--- src/rtl/strip_y_lut.sv ---
// Programmable strip-ID -> bottom-y table: heights loaded once, lookups served.
// Optional STRIP_Y_TOP_EN adds res_top_o (exclusive top y) per lookup.
module strip_y_lut #(
   parameter int NUM_STRIPS = 13,
   parameter int ID_W       = 4,
   parameter int H_W        = 5,
   parameter int Y_W        = 8,
   parameter int ARRAY_H    = 128
) (
   input  logic            clk_i,
   input  logic            rst_n_i,
   input  logic            clr_i,
   input  logic            cfg_valid_i,
   output logic            cfg_ready_o,
   input  logic [H_W-1:0]  cfg_height_i,
   input  logic            cfg_last_i,
   input  logic            lkp_valid_i,
   output logic            lkp_ready_o,
   input  logic [ID_W-1:0] lkp_id_i,
   output logic            res_valid_o,
   input  logic            res_ready_i,
   output logic [Y_W-1:0]  res_y_o,
   output logic            res_err_o,
`ifdef STRIP_Y_TOP_EN
   output logic [Y_W:0]    res_top_o,
`endif
   output logic            table_rdy_o,
   output logic [ID_W-1:0] count_o,
   output logic            overflow_o
);

   localparam int DEPTH = 2**ID_W;

   typedef enum logic [1:0] {EMPTY, LOAD, READY} state_t;

   state_t           state, state_n;
   logic             en;
   logic [ID_W-1:0]  count;
   logic [ID_W-1:0]  slot;
   logic [Y_W:0]     base;
   logic [Y_W:0]     base_n;
   logic [Y_W-1:0]   ytab [DEPTH];
   logic [DEPTH-1:0] vtab;
   logic             ovf;
   logic             cfg_fire;
   logic             lkp_fire;
   logic             last_slot;
   logic             fits;
   logic             lkp_err;
`ifdef STRIP_Y_TOP_EN
   logic [H_W-1:0]   htab [DEPTH];
   logic [Y_W:0]     top_n;
`endif

   assign slot      = count + 1'b1;
   assign last_slot = (slot == ID_W'(NUM_STRIPS));
   assign base_n    = base + (Y_W+1)'(cfg_height_i);
   assign fits      = (base_n <= (Y_W+1)'(ARRAY_H));

   assign cfg_ready_o = en && (state != READY) && !clr_i;
   assign lkp_ready_o = en && (state == READY) && !clr_i &&
                        (!res_valid_o || res_ready_i);
   assign cfg_fire    = cfg_valid_i && cfg_ready_o;
   assign lkp_fire    = lkp_valid_i && lkp_ready_o;

   assign lkp_err = (lkp_id_i == '0) || (lkp_id_i > count) ||
                    !vtab[lkp_id_i];
`ifdef STRIP_Y_TOP_EN
   assign top_n = {1'b0, ytab[lkp_id_i]} + (Y_W+1)'(htab[lkp_id_i]);
`endif

   assign table_rdy_o = (state == READY);
   assign count_o     = count;
   assign overflow_o  = ovf;

   // Next-state: load ends on a last beat or when the table fills.
   always_comb begin
      state_n = state;
      if (clr_i) begin
         state_n = EMPTY;
      end else begin
         case (state)
            EMPTY, LOAD:
               if (cfg_fire)
                  state_n = (cfg_last_i || last_slot) ? READY : LOAD;
            default: state_n = state;
         endcase
      end
   end

   // State, prefix-sum base, strip count and sticky overflow.
   always_ff @(posedge clk_i or negedge rst_n_i) begin
      if (!rst_n_i) begin
         state <= EMPTY;
         en    <= 1'b0;
         count <= '0;
         base  <= '0;
         ovf   <= 1'b0;
      end else begin
         state <= state_n;
         en    <= 1'b1;
         if (clr_i) begin
            count <= '0;
            base  <= '0;
            ovf   <= 1'b0;
         end else if (cfg_fire) begin
            count <= slot;
            base  <= base_n;
            if (!fits)
               ovf <= 1'b1;
         end
      end
   end

   // Table write: entry y is the base before this strip is added.
   always_ff @(posedge clk_i or negedge rst_n_i) begin
      if (!rst_n_i) begin
         vtab <= '0;
         for (int i = 0; i < DEPTH; i++) begin
            ytab[i] <= '0;
`ifdef STRIP_Y_TOP_EN
            htab[i] <= '0;
`endif
         end
      end else if (clr_i) begin
         vtab <= '0;
         for (int i = 0; i < DEPTH; i++) begin
            ytab[i] <= '0;
`ifdef STRIP_Y_TOP_EN
            htab[i] <= '0;
`endif
         end
      end else if (cfg_fire) begin
         ytab[slot] <= base[Y_W-1:0];
         vtab[slot] <= fits;
`ifdef STRIP_Y_TOP_EN
         htab[slot] <= cfg_height_i;
`endif
      end
   end

   // Result register: loads on accept, holds under backpressure.
   always_ff @(posedge clk_i or negedge rst_n_i) begin
      if (!rst_n_i) begin
         res_valid_o <= 1'b0;
         res_y_o     <= '0;
         res_err_o   <= 1'b0;
`ifdef STRIP_Y_TOP_EN
         res_top_o   <= '0;
`endif
      end else if (clr_i) begin
         res_valid_o <= 1'b0;
      end else if (lkp_fire) begin
         res_valid_o <= 1'b1;
         res_err_o   <= lkp_err;
         res_y_o     <= lkp_err ? '0 : ytab[lkp_id_i];
`ifdef STRIP_Y_TOP_EN
         res_top_o   <= lkp_err ? '0 : top_n;
`endif
      end else if (res_ready_i) begin
         res_valid_o <= 1'b0;
      end
   end

endmodule

--- config.mk ---
export PLATFORM = sky130hd
export DESIGN_NAME = strip_y_lut
export DESIGN_NICKNAME = d
export VERILOG_FILES = /design/src/rtl/strip_y_lut.sv
export SDC_FILE = /design/constraint.sdc
export NUM_CORES = 1
export LEC_CHECK = 0
export ABC_CLOCK_PERIOD_IN_PS = 4750
export BUFFER_PORTS_ARGS = -buffer_cell sky130_fd_sc_hd__buf_2
export CORE_AREA = 2 2 129 131
export CTS_BUF_LIST = sky130_fd_sc_hd__clkbuf_4 sky130_fd_sc_hd__clkbuf_8
export DETAILED_ROUTE_END_ITERATION = 7
export DIE_AREA = 0 0 131 133
export GPL_TIMING_DRIVEN = 1
export PLACE_DENSITY = 0.79
export SKIP_CTS_REPAIR_TIMING = 1
export SLEW_MARGIN = 20
export SYNTH_ARGS = -nofsm -noshare
export SYNTH_HDL_FRONTEND = slang
export SYNTH_SLANG_ARGS = --single-unit
--- constraint.sdc ---
create_clock -name clk_i -period 4.75 [get_ports clk_i]
set_input_delay 0.2375 -clock clk_i [delete_from_list [all_inputs] [get_ports clk_i]]
set_output_delay 0.2375 -clock clk_i [all_outputs]
set_load 0.02 [all_outputs]
Word-level counts from Yosys, hierarchy flattened
Index checks and enable logic that the tools add are counted.
Widths: inputs -> output; s select.

storage, ports and cells
  register bits = 171
  latch bits = 0
  memory bits (writable) = 0
  ROM bits = 0
  output and inout port bits = 18
  memories = 0

operators by class
  add/subtract/negate cells = 2
  $mul = 0
  div/mod/pow operators = 0
  $lt $le $gt $ge = 8
  equality and inequality tests = 5
  shift operators = 0
  multiplexer cells = 30
  bitwise operators = 3
  reductions and logical operators = 25

operators by type and width
  kind                 count
  $mux 128             2
  $bwmux 128           1
  $bmux 8 s4           1
  $demux 8 s4          1
  $mux 16              2
  $mux 8               4
  $mux 9               2
  $bwmux 16            1
  $ge 5x5->1 const B   2
  $lt 4x5->1 const B   2
  $not 4->5            2
  $add 9x5->9          1
  $le 9x8->1 const B   1
  $logic_and 1x1->1    9
  $mux 1               8
  $mux 2               4
  $mux 4               2
  $reduce_and 2->1     3
  $lt 5x1->1 const B   1
  $add 4x1->4 const B  1
  $bmux 1 s4           1
  $demux 1 s4          1
  $eq 4x4->1 const B   1
  $ge 4x1->1 const B   1
  12 further kinds     19

Longest topological paths before layout
  depth in word-level cells = 9
  mapped depth = 12
  mapped depth without buffers = 9

Worst setup path after synthesis
Ideal clock, no wire load.

  path type = reg-to-reg
  start point = reg base[0]
  end point = reg vtab[12]
  library setup time = 0.138 ns
  arrival time = 2.337 ns
  data required time = 4.612 ns
  setup slack = 2.275 ns
  stages on the path, launching flop included = 11
  buffers on the path = 1
  clock period less this slack = 2.475 ns
  cell sequence = dfrtp_1 ha_1 inv_1 fa_1 nand2b_1 a2111oi_2 a311oi_2 nor4b_4 a41oi_2 buf_6 mux2i_4

between the ends
  word-level cells in the longest chain between the ends = 5

ends and longest elaborated chain
  item                             line  source
  from (decl)                      40    logic [Y_W:0] base;
  from (signal assigned)           108   base <= base_n;
  $add 9x5->9                      57    assign base_n = base + (Y_W+1)'(cfg_height_i);
  $le 9x8->1                       58    assign fits = (base_n <= (Y_W+1)'(ARRAY_H));
  $bwmux 16                        135   vtab[slot] <= fits;
  $mux 16                          133   end else if (cfg_fire) begin
  $mux 16                          125   end else if (clr_i) begin
  to (signal, indexed assignment)  135
  to (decl)                        43    logic [DEPTH-1:0] vtab;

No other way between the ends. The select of a mux whose other input is x is not followed.
A chain may end at the register's enable or synchronous reset.

Worst setup path after layout
  start point = reg base[1]
  end point = reg vtab[2]

Same word-level chain as after synthesis.

==> key figures <==
Outcome
  • Status: finished, final reports clean

Routing
  • DR DRC count: 0
  • Mean number of vias per cell: 6.22
  • DRT Pass-1 Iters: 6
  • Initial DRC Count: 727
  • Via count: 6668
  • Post-Route WL: 22300 microns
  • Antenna viol nets, final: 0
  • Routed WL per cell: 20.8 microns

Synthesis
  • Seq/Total Area, Yosys: 0.492
  • Leading area contributor after synthesis: dfrtp_1
  • Post-Syn Area: 0.00870 sq mm
  • Synth top area share: 0.492
  • Post-synth EDFFs: 0
  • Synth Flop Type: dfrtp_1
  • Net count after synthesis: 884
  • Synth Register Bits: 171
  • Avg Inst Size Synth: 10.2 sq um
  • Cells after synthesis: 854
  • Asr flop ratio synth: 1.00
  • Post-synth cell types: 57
  • Synthesis Warnings: 0
  • Synth top area cells: dfrtp_1 49%, mux4_2 11%, nand3_1 6.8%

Timing
  • Fin. Hold Viols: 0
  • RSZ-0062 raised after global routing: no
  • Worst slew pin tran: 1.07 ns
  • Final min period: 3.26 ns
  • Final setup viols: 0
  • Slew headroom: 0.286
  • Fin crit share: 0.687
  • Setup TNS: 0 ns
  • Fin Clk Skew: 0.0120 ns
  • Pins over their slew limit: 0
  • F_max: 306 MHz

Clocking
  • Clk pin slew, worst setup/hold paths: 0.09 ns
  • CTS tree: done
  • Clk sinks: 171
  • Htree depth: 4
  • Clock buffer depth: 2
  • Worst skew pair latency: 0.47 ns
  • CTS Buf Count: 17
  • Clock Tree Root: clkbuf_8

Global routing
  • First-pass GRT wire length: 36100 microns
  • GRT Total Usage: 0.273
  • Number of antenna violations at the first check in global routing: 0
  • Vias in the first global route: 6515
  • Largest net degree at the start of global routing: 99
  • GRT Residual Overflow: 0

Setup path
  • Reg2Reg Setup Slack: 1.49 ns
  • Slowest CP cell: dfrtp_1
  • Worst Path Class, Setup: reg -> reg
  • Crit path cell chain: inv_1 -> fa_1 -> nand2b_1 -> a21o_1 -> a311oi_2 -> nor4b_4 -> a41oi_2 -> buf_4 -> o21ai_0
  • Crit-path max cell delay: 0.73 ns
  • Startpoint types: register
  • CP startpoint: base[1]$_DFFE_PN0P_
  • Crit-path max FO: 17
  • Worst EP required: 5.12 ns
  • Worst r2r src: base[1]$_DFFE_PN0P_
  • Worst EP arrival: 3.63 ns
  • R2R depth: 9
  • CP endpoint kind: register

Pwr
  • Clock network power share: 0.383
  • Sw frac: 0.250
  • Peak VDD IR: 0.180 mV
  • Reg power frac: 0.538
  • P_int: 2.07 mW
  • Overall Power: 2.76 mW
  • Comb pwr share: 0.079
  • Lkg Pwr: 3.89 nW
  • Pwr dens: 297 mW/mm^2
  • Net Switching: 0.691 mW

Min path
  • Worst hold path class: in -> reg
  • Worst Hold Depth: 3
  • Worst hold start: cfg_last_i

Cells and area
  • Area overhead of the layout relative to synthesis: 6.82%
  • Ant. Diodes: 0
  • Finished Layout Cells: 1072
  • Layout Nets: 871
  • Commonest cells after routing, fill and taps aside: 171 x dfrtp_1, 118 x nand3_1, 114 x nand2_1
  • Commonest non-fill, non-tap cell in the layout: dfrtp_1
  • Fin util: 0.574
  • Layout cells sized above 1: 0.183

Placed design
  • Placed insts: 1041
  • DP HPWL: 14600 microns
  • I/O Buffers: 33
  • Gpl congestion: 0.864

Die
  • Cell Rows: 47
  • Initial Util: 0.538
  • Top-level I/O count: 34
  • DIE WIDTH: 131 microns
  • Area of the core: 0.0162 sq mm
  • Overall die height: 133 microns
  • Full die area: 0.0174 sq mm

Flow run
  • Max-cap violations: 0
==> through the flow <==
step	setup WS, ns	area [sq um]	hold slack [ns]
after floorplan	2.28	8700	-0.0581
after global placement	1.54	8870	0.341
after detailed placement	1.48	8880	0.340
after CTS	1.50	9280	-0.159
after global routing	1.29	9290	0.0657
final	1.49	9290	0.0240
==> worst paths after layout <==
path / to
max: vtab[2]$_DFFE_PN0P_
min: state[1]$_DFFE_PN0P_
max reg2reg: vtab[2]$_DFFE_PN0P_
min reg2reg: res_y_o[7]$_DFFE_PN0P_
max in group asynchronous: ytab[10]$_DFFE_PN0P_
min in group asynchronous: vtab[15]$_DFFE_PN0P_
==> synth_stat cells (all sizes together) (2+ instances only) <==
cell,n
a2111oi,3
a211oi,3
a21o,4
a21oi,86
a22o,2
and3,2
buf,29
clkbuf,50
clkinv,8
dfrtp,171
ha,13
inv,21
mux2,3
mux2i,13
mux4,41
nand2,114
nand2b,3
nand3,120
nand4,4
nor2,43
nor2b,3
nor3,7
o21ai,75
o21bai,2
o31ai,8
xnor2,8
xor2,3
==> worst max-delay path: cells and delay by family, from the launching register on <==
kind,cells,cell delay (ns)
compound gates,4,0.87
flops,1,0.73
buf+inv,2,0.55
fa+ha+maj,1,0.50
simple gates,2,0.49
==> sequential cells by signal, summed over array words and instances (netlist names) <==
register and cells:
base 9, res_valid_o 1, ytab 128, en 1, state 2, res_y_o 8, vtab 16, overflow_o 1
count_o 4, res_err_o 1
==> final cells by class <==
type	count	area, sq um
sequential	171	4280
clock inverter	8	120
tap	220	275
clock buffer	22	278
timing repair buffer	47	282
fill	1344	6880
inverter	29	111
multi-input combinational	575	3940
==> cell families after synthesis <==
kind of cell / after synthesis / synth area share
simple gates: 301 / 0.161
compound gates: 191 / 0.130
flops: 171 / 0.492
buf+inv: 108 / 0.0557
mux: 57 / 0.128
fa+ha+maj: 14 / 0.0210
xor+xnor: 11 / 0.0111
other cells: 1 / 0.000431
==> layer usage <==
metal / track usage / wire length (microns)
met5: 0 / 0
met4: 0.0910 / 418
met3: 0.0566 / 1890
met2: 0.408 / 10600
met1: 0.402 / 9420
==> power by group through the flow <==
stage	sequential, mW	combinational [mW]	clock, mW
2_1_floorplan	1.50	0.145	0
3_3_place_gp	1.51	0.214	0
3_5_place_dp	1.51	0.216	0
4_1_cts	1.49	0.216	1.06
5_1_grt	1.49	0.238	1.13
6_report	1.49	0.218	1.06
(Power assumes the default switching activity.)
